File: src/rtl/wbi_res_lock_arb_if.sv
// wbi_res_lock_arb_if: response-path request/grant bundle between N requesters and the lock arbiter.
interface wbi_res_lock_arb_if #(
    parameter int N  = 2,
    parameter int NW = 1,
    parameter int CW = 9
);
    logic [N-1:0]  req_i;
    logic [N-1:0]  lack_i;
    logic          rrdy_i;
    logic [N-1:0]  rrdy_o;
    logic [NW-1:0] gnt_o;
    logic          gnt_val_o;
    logic          lock_o;
    logic [CW-1:0] beat_cnt_o;
    logic          burst_err_o;

    modport master (
        output req_i, lack_i, rrdy_i,
        input  rrdy_o, gnt_o, gnt_val_o, lock_o, beat_cnt_o, burst_err_o
    );

    modport slave (
        input  req_i, lack_i, rrdy_i,
        output rrdy_o, gnt_o, gnt_val_o, lock_o, beat_cnt_o, burst_err_o
    );
endinterface

File: src/rtl/wbi_res_lock_arb.sv
// wbi_res_lock_arb: round-robin response arbiter that holds a grant for the whole burst.
module wbi_res_lock_arb #(
    parameter int N    = 2,
    parameter int NW   = (N > 1) ? $clog2(N) : 1,
    parameter int MAXB = 256,
    parameter int CW   = $clog2(MAXB + 1)
) (
    input logic                 mclk,
    input logic                 reset_n,
    wbi_res_lock_arb_if.slave   bus
);
    typedef enum logic [1:0] {IDLE, ARMED, BURST} state_t;

    state_t        r_state, w_state_nxt;
    logic [NW-1:0] r_gnt, w_gnt_nxt, r_ptr, w_ptr_nxt;
    logic          r_gnt_val, w_gnt_val_nxt, r_err, w_err_nxt;
    logic [CW-1:0] r_cnt, w_cnt_nxt;
    logic          w_xfer, w_last, w_rel, w_any;

    // First requester strictly after p, wrapping; p itself is considered last.
    function automatic logic [NW-1:0] rr_pick(input logic [N-1:0] req, input logic [NW-1:0] p);
        logic [NW-1:0] g;
        g = p;
        for (int k = N; k >= 1; k--)
            if (req[(int'(p) + k) % N]) g = NW'((int'(p) + k) % N);
        return g;
    endfunction

    assign w_any  = |bus.req_i;
    assign w_xfer = r_gnt_val & bus.req_i[r_gnt] & bus.rrdy_i;
    assign w_last = w_xfer & bus.lack_i[r_gnt];

    always_ff @(posedge mclk or negedge reset_n) begin
        if (!reset_n) begin
            r_state   <= IDLE;
            r_gnt     <= '0;
            r_gnt_val <= 1'b0;
            r_cnt     <= '0;
            r_err     <= 1'b0;
            r_ptr     <= NW'(N - 1);
        end else begin
            r_state   <= w_state_nxt;
            r_gnt     <= w_gnt_nxt;
            r_gnt_val <= w_gnt_val_nxt;
            r_cnt     <= w_cnt_nxt;
            r_err     <= w_err_nxt;
            r_ptr     <= w_ptr_nxt;
        end
    end

    always_comb begin
        w_state_nxt   = r_state;
        w_gnt_nxt     = r_gnt;
        w_gnt_val_nxt = r_gnt_val;
        w_cnt_nxt     = r_cnt;
        w_err_nxt     = 1'b0;
        w_ptr_nxt     = r_ptr;
        w_rel         = 1'b0;
        unique case (r_state)
            IDLE: if (w_any) begin
                w_state_nxt   = ARMED;
                w_gnt_nxt     = rr_pick(bus.req_i, r_ptr);
                w_gnt_val_nxt = 1'b1;
            end
            ARMED: if (w_last || !bus.req_i[r_gnt]) w_rel = 1'b1;
                   else if (w_xfer) begin
                       w_state_nxt = BURST;
                       w_cnt_nxt   = CW'(1);
                   end
            BURST: if (w_last) w_rel = 1'b1;
                   else if (w_xfer && r_cnt == CW'(MAXB - 1)) begin
                       w_rel     = 1'b1;
                       w_err_nxt = 1'b1;
                   end else if (w_xfer)
                       w_cnt_nxt = (r_cnt < CW'(MAXB)) ? r_cnt + CW'(1) : r_cnt;
            default: w_state_nxt = IDLE;
        endcase
        // Release re-arbitrates on the same edge so back-to-back grants have no bubble.
        if (w_rel) begin
            w_ptr_nxt     = r_gnt;
            w_cnt_nxt     = '0;
            w_state_nxt   = w_any ? ARMED : IDLE;
            w_gnt_val_nxt = w_any;
            w_gnt_nxt     = w_any ? rr_pick(bus.req_i, r_gnt) : r_gnt;
        end
    end

    for (genvar i = 0; i < N; i++) begin : g_rrdy
        assign bus.rrdy_o[i] = bus.rrdy_i & r_gnt_val & (r_gnt == NW'(i));
    end

    assign bus.gnt_o       = r_gnt;
    assign bus.gnt_val_o   = r_gnt_val;
    assign bus.lock_o      = (r_state == BURST);
    assign bus.beat_cnt_o  = r_cnt;
    assign bus.burst_err_o = r_err;
endmodule

File: src/flat_wrapper.sv
// flat-port wrapper written by rule: the top's interface ports become plain ports
module wbi_res_lock_arb_flat 
#(
    parameter int N    = 2,
    parameter int NW   = (N > 1) ? $clog2(N) : 1,
    parameter int MAXB = 256,
    parameter int CW   = $clog2(MAXB + 1)
)
  (mclk, reset_n, bus_req_i, bus_lack_i, bus_rrdy_i, bus_rrdy_o, bus_gnt_o, bus_gnt_val_o, bus_lock_o, bus_beat_cnt_o, bus_burst_err_o);
  wbi_res_lock_arb_if #(.N(N), .NW(NW), .CW(CW)) bus_i ();
  input logic mclk;
  input logic reset_n;
  input wire logic [$bits(bus_i.req_i)-1:0] bus_req_i;
  input wire logic [$bits(bus_i.lack_i)-1:0] bus_lack_i;
  input wire logic [$bits(bus_i.rrdy_i)-1:0] bus_rrdy_i;
  output wire logic [$bits(bus_i.rrdy_o)-1:0] bus_rrdy_o;
  output wire logic [$bits(bus_i.gnt_o)-1:0] bus_gnt_o;
  output wire logic [$bits(bus_i.gnt_val_o)-1:0] bus_gnt_val_o;
  output wire logic [$bits(bus_i.lock_o)-1:0] bus_lock_o;
  output wire logic [$bits(bus_i.beat_cnt_o)-1:0] bus_beat_cnt_o;
  output wire logic [$bits(bus_i.burst_err_o)-1:0] bus_burst_err_o;
  assign bus_i.req_i = bus_req_i;
  assign bus_i.lack_i = bus_lack_i;
  assign bus_i.rrdy_i = bus_rrdy_i;
  assign bus_rrdy_o = bus_i.rrdy_o;
  assign bus_gnt_o = bus_i.gnt_o;
  assign bus_gnt_val_o = bus_i.gnt_val_o;
  assign bus_lock_o = bus_i.lock_o;
  assign bus_beat_cnt_o = bus_i.beat_cnt_o;
  assign bus_burst_err_o = bus_i.burst_err_o;
  wbi_res_lock_arb #(.N(N), .NW(NW), .MAXB(MAXB), .CW(CW)) u_core (.mclk(mclk), .reset_n(reset_n), .bus(bus_i));
endmodule
File: config.mk
export PLATFORM = sky130hd
export DESIGN_NAME = wbi_res_lock_arb_flat
export DESIGN_NICKNAME = d
export VERILOG_FILES = /design/src/rtl/wbi_res_lock_arb_if.sv /design/src/rtl/wbi_res_lock_arb.sv /design/src/flat_wrapper.sv
export SDC_FILE = /design/constraint.sdc
export NUM_CORES = 1
export LEC_CHECK = 0
export CAP_MARGIN = 20
export CORE_MARGIN = 10
export CORE_UTILIZATION = 30
export CTS_CLUSTER_DIAMETER = 100
export DETAILED_ROUTE_END_ITERATION = 10
export DONT_BUFFER_PORTS = 1
export MAX_ROUTING_LAYER = met4
export PLACE_DENSITY_LB_ADDON = 0.3
export SLEW_MARGIN = 25
export SYNTH_ARGS = -nofsm -noshare
export SYNTH_HDL_FRONTEND = slang
export SYNTH_SLANG_ARGS = --single-unit
File: constraint.sdc
create_clock -name mclk -period 3 [get_ports mclk]
set_clock_uncertainty 0.1 [all_clocks]
set_input_delay 0.15 -clock mclk [delete_from_list [all_inputs] [get_ports mclk]]
set_output_delay 0.15 -clock mclk [all_outputs]
set_load 0.02 [all_outputs]
==> flow_metrics.env <==
export IMPL_start_util_pct=31.9
export IMPL_grt_first_pass_wirelength_mm=4.38
export IMPL_gp_congestion=0.742
export IMPL_clk_pin_slew_ns=0.10
export IMPL_cts_path_max_buffers=2
export IMPL_p_sw_share_pct=47.5
export IMPL_crit_family="simple AND/OR/NAND/NOR gates"
export IMPL_dp_hpwl_mm=1.93
export IMPL_yosys_area_top_type="dfrtp_1"
export IMPL_combPwrFrac_pct=56.2
export IMPL_drt_initial_drc_count=112
export IMPL_required_ns=3.09
export IMPL_grt_max_degree=16
export IMPL_ctsHtreeMaxLevel=1
export IMPL_grt_antenna_before_repair=0
export IMPL_async_reset_ff_share_pct=100
export IMPL_grt_pass1_vias=849
export IMPL_rsz0062_at_grt="false"
export IMPL_avgSynthCellArea_um2=9.26
export IMPL_dpl_worst_slack_ns=0.225
export IMPL_hp_start="bus_req_i[0]"
export IMPL_worstMarginPinSlew_ns=0.745
export IMPL_critPathBufInv=1
export IMPL_path_cells="inv_1 > nor2_1 > nand2_1 > nor2_1 > ha_1 > or2_2 > o41ai_2 > a211oi_4 > nand2b_1 > mux2_2"
export IMPL_critPathMaxFanout=9
export IMPL_postPlaceCellArea_mm2=0.00108
export IMPL_die_area_mm2=0.00600
export IMPL_postRouteWirelength_mm=2.57
export IMPL_ys_flop_type="dfrtp_1"
export IMPL_clock_root_buffer="clkbuf_4"
export IMPL_drv_slew=0
export IMPL_clk_latency_ns=0.30
export IMPL_fin_util_pct=37.1
export IMPL_routed_via_density=5.17
export IMPL_crit_path_end_kind="register"
export IMPL_max_freq_mhz=371
export IMPL_r2r_cells=10
export IMPL_netlist_area_um2=991
export IMPL_final_seq_area_um2=377
export IMPL_dr_max_layer_used="met4"
export IMPL_synth_cell_types=41
export IMPL_n_antenna_cell=0
export IMPL_yosysMostFrequentCell="dfrtp_1"
export IMPL_worstHoldPathType="in -> reg"
export IMPL_period_share_pct=90.0
export IMPL_start_kind="register"
export IMPL_wl_per_cell_um=15.9
export IMPL_seqPwrFrac_pct=31.2
export IMPL_min_path_cells=2
export IMPL_nets=131
export IMPL_grt_use_total_pct=9.20
export IMPL_power_frac_clock_pct=12.6
export IMPL_relSlewSlack_pct=50.2
export IMPL_rows=20
export IMPL_synth_edff_count=0
export IMPL_wl_met1_mm=1.13
export IMPL_dieWidth_um=77.5
export IMPL_final_setup_tns_ns=0
export IMPL_slowest_stage="dfrtp_1"
export IMPL_setup_ws_ns=0.301
export IMPL_yosysTopAreaCellShare_pct=35.4
export IMPL_power_switching_w=0.000470
export IMPL_synth_fp_nets=119
export IMPL_yosysSeqAreaShare_pct=38.0
export IMPL_ant_nets=0
export IMPL_r2r_start="u_core.bus.beat_cnt_o[5]$_DFFE_PN0P_"
export IMPL_die_y_um=77.5
export IMPL_route_met2_wl_mm=1.28
export IMPL_coreArea_mm2=0.00310
export IMPL_synth_top_cells_by_count="dfrtp_1, nand2_1, nor2_1"
export IMPL_grt_ovfl_total=0
export IMPL_critPathKind="reg -> reg"
export IMPL_multi_input_area_um2=586
export IMPL_status="complete, no violations"
export IMPL_holdWs_ns=0.00361
export IMPL_pin_count=22
export IMPL_ys_warn_count=0
export IMPL_met3_length_um=89
export IMPL_hold_violations=0
export IMPL_final_min_clock_period_ns=2.70
export IMPL_intPower_w=0.000519
export IMPL_drive_gt1_share_pct=17.8
export IMPL_power_density_mw_per_mm2=861
export IMPL_ys_ff_latch=15
export IMPL_area_growth_pct=16.0
export IMPL_cpPeakStageDelay_ns=0.50
export IMPL_first_pass_iters=4
export IMPL_ff2ff_setup_slack_ns=0.30
export IMPL_cpMostUsedCell="nor2_1"
export IMPL_synth_top_cells_by_area="dfrtp_1, ha_1, nand2_1, dfstp_2, nor2_1"
export IMPL_arrival_ns=2.78
export IMPL_placement_io_buffers=0
export IMPL_leakagePower_nw=0.501
export IMPL_whs_endpoint="u_core.r_state[0]$_DFFE_PN0P_"
export IMPL_route_detailed_drc=0
export IMPL_cap_violations=0
export IMPL_r2r_end="u_core.bus.beat_cnt_o[1]$_DFFE_PN0P_"
export IMPL_vdd_drop_max_uv=267
export IMPL_numCtsBuffers=3
export IMPL_cts_num_sinks=15
export IMPL_setup_viol_count_final=0
export IMPL_postSynthCellCount=107
export IMPL_fin_area_mm2=0.00115
export IMPL_cts_tree="done"
export IMPL_fillers=334
export IMPL_num_vias=838
worst reg2reg max path: cells and delay by family (launching register included):
kind                     cells  cell delay, ns
AND/OR/NAND/NOR              5            0.83
AO/OA/AOI/OAI                2            0.48
buffers and inverters        1            0.08
flip-flops                   1            0.50
adder cells (fa/ha/maj)      1            0.22
multiplexers                 1            0.37
layout make-up:
class / count / area share, %
clock buffer: 3 / 1.96
inverter: 6 / 1.96
sequential: 15 / 32.8
clock inverter: 1 / 0.435
tap: 44 / 4.79
multi-input combinational: 83 / 50.9
timing repair buffer: 10 / 7.18
per-layer routing:
metal  up-vias  GRT usage [%]
met2        17           14.1
met5         -              -
li1        421              -
met3         7           1.84
met1       393           10.9
met4         0           5.47
cells by family (layout without fill, tap and decap cells):
family / Yosys count / in the layout / synth area share, %
buf+inv: 9 / 20 / 4.17
fa+ha+maj: 5 / 5 / 6.31
compound gates: 29 / 29 / 21.5
mux: 6 / 6 / 7.20
simple gates: 43 / 43 / 22.9
flops: 15 / 15 / 38.0
stage by stage:
stage,total power [W],instances
5_1_grt,0.00109,162
3_5_place_dp,0.000845,155
2_1_floorplan,0.000720,107
3_3_place_gp,0.000827,155
4_1_cts,0.000977,162
6_report,0.000990,162
power groups by stage:
stage	registers (W)	clock network, W	logic (W)
after global placement	0.000309	0	0.000518
after floorplan	0.000303	0	0.000416
after detailed placement	0.000312	0	0.000533
after global routing	0.000317	0.000144	0.000624
final	0.000309	0.000125	0.000556
after CTS	0.000308	0.000129	0.000541
flip-flops by register name (all words and copies together), names as in the netlist:
name and count:
u_core.bus.beat_cnt_o 9, u_core.r_state 2, u_core.bus.burst_err_o 1, u_core.bus.gnt_o 1, u_core.bus.gnt_val_o 1, u_core.r_ptr 1
what timing repair did:
item	4_1_cts	5_1_grt
buffers inserted	0	0
hold buffers	3	0
setup endpoints to repair	0	1
gates resized for setup	0	2
endpoints found under the hold margin	17	0
cell usage in the layout, fill, tap and decap left out, types with 3 or more instances in the layout:
cell,instances
dfrtp_1,14
nand2_1,12
nor2_1,7
buf_4,7
inv_1,6
nand3_1,5
o21ai_0,5
ha_1,5
a21oi_1,4
o31ai_1,3
nand4_1,3
clkbuf_4,3
dlygate4sd3_1,3
worst max-delay path by stage:
stage	end	cells after the start	start	slack (ns)
floorplan	u_core.bus.beat_cnt_o[7]$_DFFE_PN0P_	9	u_core.bus.beat_cnt_o[0]$_DFFE_PN0P_	0.47
global placement	u_core.bus.beat_cnt_o[1]$_DFFE_PN0P_	10	u_core.bus.beat_cnt_o[5]$_DFFE_PN0P_	0.32
detailed placement	u_core.bus.beat_cnt_o[1]$_DFFE_PN0P_	10	u_core.bus.beat_cnt_o[5]$_DFFE_PN0P_	0.22
CTS	u_core.bus.beat_cnt_o[1]$_DFFE_PN0P_	10	u_core.bus.beat_cnt_o[5]$_DFFE_PN0P_	0.20
global route	u_core.bus.beat_cnt_o[1]$_DFFE_PN0P_	10	u_core.bus.beat_cnt_o[5]$_DFFE_PN0P_	0.09
finish	u_core.bus.beat_cnt_o[1]$_DFFE_PN0P_	10	u_core.bus.beat_cnt_o[5]$_DFFE_PN0P_	0.30
(Power assumes the default switching activity.)
